[config.mk]
export PLATFORM = sky130hd
export DESIGN_NAME = ps2_device_emulator
export DESIGN_NICKNAME = d
export VERILOG_FILES = /design/src/rtl/ps2_pkg.sv /design/src/rtl/ps2_emu_fifo.sv /design/src/rtl/ps2_device_emulator.sv
export SDC_FILE = /design/constraint.sdc
export NUM_CORES = 1
export LEC_CHECK = 0
export ABC_CLOCK_PERIOD_IN_PS = 2800
export CAP_MARGIN = 20
export CORE_MARGIN = 2
export CORE_UTILIZATION = 40
export CTS_CLUSTER_DIAMETER = 30
export DETAILED_ROUTE_END_ITERATION = 16
export PLACE_DENSITY = 0.56
export REMOVE_ABC_BUFFERS = 1
export SLEW_MARGIN = 30
export SYNTH_ARGS = -nofsm -noshare
export SYNTH_HDL_FRONTEND = slang
export SYNTH_SLANG_ARGS = --single-unit
[constraint.sdc]
create_clock -name Clock -period 2.8 [get_ports Clock]
set_input_delay 0.7 -clock Clock [delete_from_list [all_inputs] [get_ports Clock]]
set_output_delay 0.7 -clock Clock [all_outputs]
set_load 0.01 [all_outputs]
[src/rtl/ps2_pkg.sv]
// Shared definitions for the PS/2 device emulator: FSM states, frame layout
// and the frame builder used when a byte is loaded for transmission.
package ps2_pkg;

   typedef enum logic [1:0] {
      IDLE,
      SHIFT,
      GAP,
      HOLD
   } state_t;

   localparam int FRAME_BITS = 11;
   localparam int START      = 0;
   localparam int PARITY     = 9;
   localparam int STOP       = 10;

   // Frame bit i goes out as the i-th bit: start, data LSB first, odd parity, stop.
   function automatic logic [FRAME_BITS-1:0] make_frame(input logic [7:0] data,
                                                        input logic       corrupt);
      return {1'b1, (~(^data)) ^ corrupt, data, 1'b0};
   endfunction

endpackage

[src/rtl/ps2_emu_fifo.sv]
// Synchronous FIFO holding queued bytes; the head stays visible until popped.
module ps2_emu_fifo #(
   parameter int DEPTH = 4,
   parameter int WIDTH = 8
) (
   input  logic                     Clock,
   input  logic                     Reset,
   input  logic                     push,
   input  logic                     pop,
   input  logic [WIDTH-1:0]         wdata,
   output logic [WIDTH-1:0]         rdata,
   output logic                     full,
   output logic                     empty,
   output logic [$clog2(DEPTH):0]   count
);

   localparam int AW = $clog2(DEPTH);
   localparam int CW = AW + 1;

   logic [WIDTH-1:0] mem [DEPTH];
   logic [AW-1:0]    wr_ptr;
   logic [AW-1:0]    rd_ptr;
   logic             do_push;
   logic             do_pop;

   assign full    = (count == CW'(DEPTH));
   assign empty   = (count == '0);
   assign do_push = push && !full;
   assign do_pop  = pop && !empty;
   assign rdata   = mem[rd_ptr];

   always_ff @(posedge Clock or posedge Reset) begin
      if (Reset) begin
         wr_ptr <= '0;
         rd_ptr <= '0;
         count  <= '0;
      end else begin
         if (do_push) wr_ptr <= wr_ptr + AW'(1);
         if (do_pop)  rd_ptr <= rd_ptr + AW'(1);
         unique case ({do_push, do_pop})
            2'b10:   count <= count + CW'(1);
            2'b01:   count <= count - CW'(1);
            default: count <= count;
         endcase
      end
   end

   // NOTE: storage is deliberately not reset; entries are only read behind count.
   always_ff @(posedge Clock) begin
      if (do_push) mem[wr_ptr] <= wdata;
   end

endmodule

[src/rtl/ps2_device_emulator.sv]
// PS/2 device-side frame generator: queued bytes leave as 11-bit frames on oPS2_CLK/oPS2_DATA.
// Define PS2_EMU_PARITY_ERR_EN to add iCorruptParity, which inverts the parity of that byte's frame.
module ps2_device_emulator
   import ps2_pkg::*;
#(
   parameter int HALF_PERIOD = 4,
   parameter int GAP_CYCLES  = 8,
   parameter int DEPTH       = 4
) (
   input  logic       Clock,
   input  logic       Reset,
   input  logic [7:0] iData,
   input  logic       iValid,
   output logic       oReady,
`ifdef PS2_EMU_PARITY_ERR_EN
   input  logic       iCorruptParity,
`endif
   input  logic       iInhibit,
   output logic       oPS2_CLK,
   output logic       oPS2_DATA,
   output logic       oBusy
);

   localparam int TW = $clog2(2 * HALF_PERIOD);
   localparam int GW = $clog2(GAP_CYCLES + 1);
   localparam int CW = $clog2(DEPTH) + 1;
`ifdef PS2_EMU_PARITY_ERR_EN
   localparam int WW = 9;
`else
   localparam int WW = 8;
`endif

   state_t                state, state_nxt;
   logic [TW-1:0]         timer, timer_nxt;
   logic [3:0]            idx, idx_nxt;
   logic [GW-1:0]         gap_cnt, gap_nxt;
   logic [FRAME_BITS-1:0] shreg, shreg_nxt;
   logic                  clk_nxt, data_nxt;
   logic                  push, pop, full, empty, corrupt;
   logic [WW-1:0]         wdata, head;
   logic [CW-1:0]         count, count_nxt;

`ifdef PS2_EMU_PARITY_ERR_EN
   assign wdata   = {iCorruptParity, iData};
   assign corrupt = head[8];
`else
   assign wdata   = iData;
   assign corrupt = 1'b0;
`endif

   assign push      = iValid && oReady && !full;
   assign count_nxt = count + CW'(push) - CW'(pop);
   assign oBusy     = (state != IDLE) || !empty;

   ps2_emu_fifo #(.DEPTH(DEPTH), .WIDTH(WW)) u_fifo (
      .Clock (Clock),
      .Reset (Reset),
      .push  (push),
      .pop   (pop),
      .wdata (wdata),
      .rdata (head),
      .full  (full),
      .empty (empty),
      .count (count)
   );

   always_comb begin
      // NOTE: every signal of this block is defaulted first so no path can infer a latch.
      state_nxt = state;
      timer_nxt = timer;
      idx_nxt   = idx;
      gap_nxt   = gap_cnt;
      shreg_nxt = shreg;
      clk_nxt   = 1'b1;
      data_nxt  = 1'b1;
      pop       = 1'b0;
      unique case (state)
         IDLE: begin
            if (!empty && !iInhibit) begin
               state_nxt = SHIFT;
               shreg_nxt = make_frame(head[7:0], corrupt);
               timer_nxt = '0;
               idx_nxt   = '0;
            end
         end
         SHIFT: begin
            // The stop bit cannot be aborted; the byte is popped only after it completes.
            if (iInhibit && idx != 4'(STOP)) begin
               state_nxt = HOLD;
            end else begin
               clk_nxt  = (timer < TW'(HALF_PERIOD));
               data_nxt = shreg[idx];
               if (timer == TW'(2 * HALF_PERIOD - 1)) begin
                  timer_nxt = '0;
                  if (idx == 4'(STOP)) begin
                     state_nxt = GAP;
                     gap_nxt   = '0;
                     pop       = 1'b1;
                  end else begin
                     idx_nxt = idx + 4'd1;
                  end
               end else begin
                  timer_nxt = timer + TW'(1);
               end
            end
         end
         GAP: begin
            if (gap_cnt == GW'(GAP_CYCLES - 1)) state_nxt = IDLE;
            else                                gap_nxt   = gap_cnt + GW'(1);
         end
         HOLD: begin
            if (!iInhibit) begin
               state_nxt = GAP;
               gap_nxt   = '0;
            end
         end
         default: state_nxt = IDLE;
      endcase
   end

   always_ff @(posedge Clock or posedge Reset) begin
      if (Reset) begin
         state     <= IDLE;
         timer     <= '0;
         idx       <= '0;
         gap_cnt   <= '0;
         shreg     <= '1;
         oPS2_CLK  <= 1'b1;
         oPS2_DATA <= 1'b1;
         oReady    <= 1'b1;
      end else begin
         state     <= state_nxt;
         timer     <= timer_nxt;
         idx       <= idx_nxt;
         gap_cnt   <= gap_nxt;
         shreg     <= shreg_nxt;
         oPS2_CLK  <= clk_nxt;
         oPS2_DATA <= data_nxt;
         oReady    <= (count_nxt != CW'(DEPTH));
      end
   end

endmodule

==> flow_summary_export.csv <==
group,metric,value,unit
outcome,status,"complete, no violations",
cts,postCtsSetupBuffers,0,
synthesis,ys_types,39,
die,dieWidth,90.7,um
detailed_routing,wl_met1,2190,um
place,place.gp.congestion,0.773,
timing,max_slew_margin,0.640,
synthesis,yosysWarnings,0,
cts,ctsRootBufferMaster,"clkbuf_8",
detailed_routing,ant_nets,0,
global_route,grt_max_degree,34,
timing,finClkSkew,0.0128,ns
finish,drive_gt1_frac,0.171,
place,portBuffers,15,
job,max-cap-violations,0,
synthesis,netlist_instances,232,
synthesis,syn_avg_cell_area,13.0,um^2
synthesis,ys_seq_elements,65,
global_route,grt_overflow,0,
setup_path,crit_type,"flop to primary output",
global_route,grt_usage,0.134,
timing,worst_slew_pin_slew,0.536,ns
cts,h-tree-depth,3,
die,row_count,31,
timing,slew_viol_final,0,
finish,fillCellCount,667,
setup_path,cp.arrival,1.87,ns
place,hpwl,3310,um
detailed_routing,top_layer,"met4",
detailed_routing,drt-wirelength-per-cell,13.2,um
synthesis,syn_area,3010,um^2
detailed_routing,vias,1754,
place,dpl_cell_area,3300,um^2
cts,cts.sinks,65,
global_route,grt_pass1_wl,8510,um
timing,setup_viol,0,
timing,tns,0,ns
global_route,grt_pass1_vias,1785,
setup_path,required,2.10,ns
detailed_routing,drt_iter0_drc,43,
power,ir_worst_vdd,0.402,mV
detailed_routing,vias_per_cell,4.85,
cts,ctsHoldBuffers,0,
detailed_routing,totalWireLength,4760,um
finish,n_antenna_cell,0,
finish,layout_commonest_cell,"nand2_1",
setup_path,crit_path_start_kind,"flop",
cts,cts_buffer_depth,2,
timing,fin_crit_sh,0.919,
finish,final_cell_mix,"45 x nand2_1, 32 x edfxtp_1, 20 x dfrtp_1",
detailed_routing,drc,0,
cts,cts_resized,0,
synthesis,synth_seq_area_share,0.599,
detailed_routing,met2_length,2300,um
die,initial_core_util,0.415,
timing,whs,0.431,ns
cts,numCtsBuffers,9,
cts,path_clk_slew,0.07,ns
detailed_routing,dr_wl_met3,195,um
setup_path,worstPathMaxFanout,4,
setup_path,cp-end-kind,"primary output",
timing,hold_viol,0,
die,io_pins,16,
die,core-area,7250,um^2
finish,design_area,3500,um^2
power,cellPowerDensity,869,nW/um^2
timing,max_freq,0.389,GHz
power,p_leak,1.37,nW
timing,rsz0062_at_grt,"false",
die,die_y,90.7,um
detailed_routing,dr.pass1.iters,6,
setup_path,r2r_setup_slack,0.24,ns
cts,cts_tree,"built",
finish,area_growth,16.3,%
die,die_area,8230,um^2
timing,fin_crit,2.57,ns
global_route,antenna_found_initial,0,
finish,finalNetCount,284,
worst_hold_path,min_path_type,"flop to flop",
cts,clk_latency,0.35,ns
==> layer usage <==
layer / vias to the layer above / GRT usage
met4: 0 / 0.0577
li1: 867 / -
met1: 848 / 0.166
met3: 8 / 0.0476
met2: 31 / 0.213
met5: - / 0
==> final timing paths <==
path                       cells after the start                         from                           to
setup / recovery                               3  u_fifo.count[2]$_DFFE_PP0P_                        oBusy
hold / removal                                 1         timer[2]$_DFFE_PP0P_           oPS2_CLK$_DFF_PP1_
setup reg to reg                              12         timer[0]$_DFFE_PP0P_             oReady$_DFF_PP1_
hold reg to reg                                1         timer[2]$_DFFE_PP0P_           oPS2_CLK$_DFF_PP1_
max in group asynchronous                      3                        Reset         shreg[3]$_DFFE_PP1P_
min in group asynchronous                      3                        Reset  u_fifo.count[1]$_DFFE_PP0P_
==> cells by family after synthesis <==
logic type,synth area share
AO/OA/AOI/OAI,0.0491
XOR/XNOR,0.0495
adder cells (fa/ha/maj),0.0632
buffers and inverters,0.0299
flip-flops,0.599
multiplexers,0.0911
AND/OR/NAND/NOR,0.118
==> critical path, cell delays in order, from the launching register on <==
cell,delay [ns]
dfrtp_1,0.43
nor3_1,0.48
nand2_1,0.11
clkdlybuf4s50_1,0.50
==> synthesized netlist by cell type, drive strengths merged <==
cell type  number  area (um^2)
inv            14         52.6
o22ai           1         6.26
and3            1         6.26
xnor2          11         96.3
or3             1         6.26
a211oi          1         7.51
dfrtp          20          500
fa              2         40.0
o21ai          16         80.1
or2             1         6.26
or4             2         15.0
and2b           1         7.51
edfxtp         32          961
ha             12          150
and2            6         37.5
a31oi           1         6.26
nand3b          3         22.5
o221ai          2         17.5
nand3           1         5.00
a21oi           2         13.8
nor2           12         45.0
mux2i           3         30.0
nor4            1         12.5
nand2b          1         6.26
dfstp          13          342
o211ai          1         7.51
nor3            2         15.0
o2bb2ai         1         8.76
mux4           10          244
clkbuf          4         16.3
nand2          45          169
xor2            6         52.6
buf             3         21.3
==> power breakdown <==
part	internal [mW]	switching, mW	total, mW
sequential	1.31	0.141	1.45
clock	0.418	0.382	0.800
combinational	0.349	0.444	0.793
==> flip-flops by register name, summed over array words and instances, names as in the netlist, 3 cells and up <==
register      flops
u_fifo.count      3
gap_cnt           4
idx               4
timer             3
u_fifo.mem       32
shreg            10
==> through the flow <==
stage                     power [mW]  setup slack, ns  std cells   util
after floorplan                 2.02            0.252        225      -
after global placement          2.27            0.235        346  0.455
after detailed placement        2.28            0.220        346  0.455
after CTS                       3.09            0.192        362  0.482
after global routing            3.27           0.0728        362  0.482
final                           3.04            0.226        362  0.482
==> area by class of cell <==
class / count / area, um^2 / area share
multi-input combinational: 146 / 1110 / 0.319
clock inverter: 7 / 77.6 / 0.0222
timing repair buffer: 22 / 203 / 0.0579
sequential: 65 / 1800 / 0.515
tap: 99 / 124 / 0.0354
clock buffer: 9 / 124 / 0.0354
inverter: 14 / 52.6 / 0.0150
(Power assumes the default switching activity.)
